[src/rtl/display.sv]
// Four-digit multiplexed seven-segment driver. Each digit is lit for SCAN_DIV
// cycles in turn (0,1,2,3,...). Enables and segments are registered and active-low.
module display #(
   parameter int unsigned SCAN_DIV = 100000
) (
   input  logic        clk,
   input  logic        rst,
   input  logic [15:0] data,
   output logic [3:0]  sm_wei,
   output logic [6:0]  sm_duan
);

   localparam int unsigned CNT_W = $clog2(SCAN_DIV);
   localparam logic [CNT_W-1:0] CNT_MAX = CNT_W'(SCAN_DIV - 1);

   logic [CNT_W-1:0] cnt_q, cnt_d;
   logic [1:0]       idx_q, idx_d;
   logic [3:0]       wei_q, wei_d;
   logic [6:0]       duan_q, duan_d;
   logic [3:0]       nibble;
   logic             wrap;

   // Case without wildcards: a nibble with X/Z bits matches no item and blanks.
   function automatic logic [6:0] seg(input logic [3:0] n);
      logic [6:0] s;
      case (n)
         4'h0:    s = 7'b1000000;
         4'h1:    s = 7'b1111001;
         4'h2:    s = 7'b0100100;
         4'h3:    s = 7'b0110000;
         4'h4:    s = 7'b0011001;
         4'h5:    s = 7'b0010010;
         4'h6:    s = 7'b0000010;
         4'h7:    s = 7'b1111000;
         4'h8:    s = 7'b0000000;
         4'h9:    s = 7'b0010000;
         4'hA:    s = 7'b0001000;
         4'hB:    s = 7'b0000011;
         4'hC:    s = 7'b1000110;
         4'hD:    s = 7'b0100001;
         4'hE:    s = 7'b0000110;
         4'hF:    s = 7'b0001110;
         default: s = 7'b1111111;
      endcase
      return s;
   endfunction

   always_comb begin
      wrap   = (cnt_q == CNT_MAX);
      cnt_d  = wrap ? '0 : cnt_q + CNT_W'(1);
      idx_d  = wrap ? idx_q + 2'd1 : idx_q;
      nibble = data[{idx_q, 2'b00} +: 4];
      // Enable is decoded from a single index, so at most one bit is ever low.
      wei_d  = ~(4'b0001 << idx_q);
      duan_d = seg(nibble);
   end

   always_ff @(posedge clk or negedge rst) begin
      if (!rst) begin
         cnt_q  <= '0;
         idx_q  <= 2'd0;
         wei_q  <= 4'b1111;
         duan_q <= 7'b1111111;
      end else begin
         cnt_q  <= cnt_d;
         idx_q  <= idx_d;
         wei_q  <= wei_d;
         duan_q <= duan_d;
      end
   end

   assign sm_wei  = wei_q;
   assign sm_duan = duan_q;

endmodule

[config.mk]
export PLATFORM = sky130hd
export DESIGN_NAME = display
export DESIGN_NICKNAME = d
export VERILOG_FILES = /design/src/rtl/display.sv
export SDC_FILE = /design/constraint.sdc
export NUM_CORES = 1
export LEC_CHECK = 0
export BUFFER_PORTS_ARGS = -buffer_cell sky130_fd_sc_hd__buf_2
export CAP_MARGIN = 40
export CORE_ASPECT_RATIO = 1.25
export CORE_MARGIN = 1.5
export CORE_UTILIZATION = 49
export DETAILED_ROUTE_END_ITERATION = 8
export GPL_TIMING_DRIVEN = 0
export PLACE_DENSITY = 0.73
export SYNTH_ARGS = -nofsm -noshare
export SYNTH_HDL_FRONTEND = slang
export SYNTH_SLANG_ARGS = --single-unit
[constraint.sdc]
create_clock -name clk -period 1.8 [get_ports clk]
set_input_delay 0.27 -clock clk [delete_from_list [all_inputs] [get_ports clk]]
set_output_delay 0.27 -clock clk [all_outputs]
set_load 0.1 [all_outputs]
==> results.json <==
{
  "crit_chain": "buf_6, mux4_2, buf_6, ha_2, nand2_2, o21a_1, o21ai_0",
  "grt_pass1_wl_um": 4880,
  "switching_share_pct": 26.1,
  "synth_seq_area_share_pct": 47.7,
  "cts_root_buf": "clkbuf_8",
  "final.min_clock_period_ns": 1.80,
  "grt_pass1_vias": 1098,
  "fin_tns_setup_ns": -0.00559,
  "ys_seq_elements": 30,
  "avgRoutedWirePerCell_um": 14.8,
  "antenna_found_initial": 0,
  "insertion_delay_ns": 0.28,
  "internal_power_mw": 1.15,
  "gr-usage-met2_pct": 30.9,
  "seqPwrFrac_pct": 45.0,
  "core_area_um2": 3170,
  "nFillCells": 255,
  "ys.warnings.count": 0,
  "synth_top_area_share_pct": 29.7,
  "syn_to_final_growth_pct": 27.7,
  "path_class": "flip-flop to flip-flop",
  "die_area_um2": 3630,
  "synth_top_area_cell": "dfrtp_1",
  "route.vias.total": 1174,
  "instances_no_fill": 218,
  "setup-violations-final": 2,
  "synth_nets": 167,
  "rows": 23,
  "htree_levels": 2,
  "worstHoldPathType": "input port to asynchronous set/reset pin",
  "final_common_cell": "buf_2",
  "cts.sinks": 30,
  "syn_inst": 138,
  "p_switching_mw": 0.406,
  "fin_nets": 209,
  "p_clk_share_pct": 40.2,
  "crit_slowest_cell": "mux4_2",
  "grt_use_total_pct": 19.1,
  "cp_slowest_stage_delay_ns": 0.58,
  "first_pass_iters": 5,
  "routed_wl_um": 3230,
  "drv_slew": 0,
  "vias_per_cell": 5.39,
  "dp_cells": 203,
  "worst_pin_slew_ns": 0.642,
  "fmaxAchievable_mhz": 554,
  "clockBufferDepth": 2,
  "preCtsSetupSlack_ns": -0.103,
  "hold_violations": 0,
  "ys_top_cells_by_area": "dfrtp_1 (30%), dfstp_2 (18%), ha_1 (8.6%), mux4_2 (5.6%), xnor2_1 (4.9%)",
  "dp_hpwl_um": 2140,
  "grt_most_used_layer": "met2",
  "utilization_pct": 64.7,
  "leakage_nw": 0.928,
  "layout-drive-gt1-share_pct": 47.5,
  "violations": "setup timing",
  "fin_crit_sh_pct": 100,
  "n_antenna_cell": 0,
  "async_reset_ff_share_pct": 100,
  "drt_iter0_markers": 23,
  "drtAntennaViolNets": 0,
  "synth_ff_type": "dfrtp_1",
  "p_total_mw": 1.56,
  "chipWidth_um": 54.2,
  "num_io_pins": 29,
  "maxSlewHeadroom_pct": 57.2,
  "peakVddDrop_mv": 0.568,
  "place_area_um2": 1790,
  "ff2ff_path_depth": 7,
  "numCtsBuffers": 5,
  "synth.avg_cell_area_um2": 11.6,
  "rsz0062_at_grt": "yes",
  "skew_ns": 0.00580,
  "end_kind": "flip-flop",
  "final_area_um2": 2050,
  "synth_cell_types": 39,
  "reg2reg_to": "sm_duan[5]",
  "rrSetupSlack_ns": -0.004,
  "drc": 0,
  "setup_ws_ns": -0.00352,
  "start_util_pct": 50.6,
  "path_common_cell": "buf_6",
  "setup.worst_path.start": "idx_q[0]",
  "place_congestion": 0.859,
  "grt_overflow": 0,
  "power_density_nw_per_um2": 760,
  "drv_cap": 0,
  "mostFrequentLayoutCells": "buf_2 (29), dfrtp_1 (19), dfstp_2 (11)",
  "met1_usage_pct": 22.9,
  "dieHeight_um": 66.9,
  "grt_max_degree": 31,
  "cts_hold_buf": 0,
  "grt.met3_usage_pct": 4.93,
  "synth-edff-count": 0,
  "outcome": "complete, but fails checks",
  "r2r-start": "idx_q[0]",
  "portBuffers": 28,
  "required_ns": 2.00,
  "worstPathMaxFanout": 5,
  "synth.cell_area_um2": 1600,
  "start_kind": "flip-flop",
  "fin_hold_ws_ns": 0.0138,
  "power_frac_comb_pct": 14.8,
  "path_clk_slew_ns": 0.06,
  "cts_tree": "done",
  "arrival_ns": 2.00
}
==> kinds of logic (layout without fill, tap and decap cells) <==
kind of cell / Yosys count / after routing / share of synthesized area [%]
simple gates: 47 / 47 / 17.6
mux: 6 / 6 / 7.03
xor+xnor: 13 / 13 / 7.10
buf+inv: 13 / 56 / 4.45
fa+ha+maj: 11 / 11 / 8.59
compound gates: 18 / 18 / 7.49
flops: 30 / 30 / 47.7
==> synth_stat cells, types with 2 or more instances <==
library cell and number:
dfrtp_1 19, dfstp_2 11, ha_1 11, inv_1 10, nand2_1 10, xnor2_1 9
nand3_1 7, nor2_1 7, o21ai_0 5, mux4_2 4, xor2_1 4, a21oi_1 3
buf_6 3, nor2b_1 3, o21a_1 3, or3_1 3, and2_1 2, mux2_2 2
nand2b_1 2
==> repair_timing <==
item,in CTS,in global routing
resized for setup,3,22
pin swaps,0,5
gates cloned,0,1
endpoints found under the setup margin,5,9
setup buffers,3,3
==> sequential cells by signal, summed over array words and instances, names as in the netlist <==
| signal | flops |
|---|---|
| sm_duan | 7 |
| cnt_q | 17 |
| idx_q | 2 |
| sm_wei | 4 |
==> power by group through the flow <==
stage	clock network [mW]	logic [mW]	registers, mW
CTS	0.645	0.207	0.700
detailed placement	0	0.202	0.711
global placement	0	0.197	0.711
floorplan	0	0.0491	0.815
finish	0.625	0.230	0.700
global route	0.671	0.245	0.701
==> critical path: cells and delay by family (launching register included) <==
family                     cells  cell delay, ns
adders and majority gates      1            0.19
DFF                            1            0.37
muxes                          1            0.58
and+or+nand+nor                1            0.09
AOI/OAI and AO/OA              2            0.20
buffers and inverters          2            0.29
==> how the worst max path moves through the flow <==
stage / to / cells past startpoint / slack [ns]
floorplan: sm_duan[0] / 6 / 0.07
global placement: sm_duan[0] / 6 / -0.07
detailed placement: sm_duan[0] / 6 / -0.10
CTS: sm_duan[3] / 7 / 0.0006
global route: sm_duan[5] / 7 / -0.06
finish: sm_duan[5] / 7 / -0.004
==> final cells by class <==
| type | instances | area (µm²) | area share, % |
|---|---|---|---|
| Inverter | 10 | 42.5 | 2.08 |
| Clock buffer | 8 | 110 | 5.38 |
| Sequential cell | 30 | 764 | 37.3 |
| Multi-Input combinational cell | 95 | 848 | 41.4 |
| Tap cell | 37 | 46.3 | 2.26 |
| Timing Repair Buffer | 35 | 201 | 9.84 |
| Buffer | 3 | 33.8 | 1.65 |
==> routing by layer <==
layer	vias up	routed length (µm)
li1	562	-
met1	591	1310
met2	16	1760
met3	5	103
met4	0	59
met5	-	0
(Power assumes the default switching activity.)
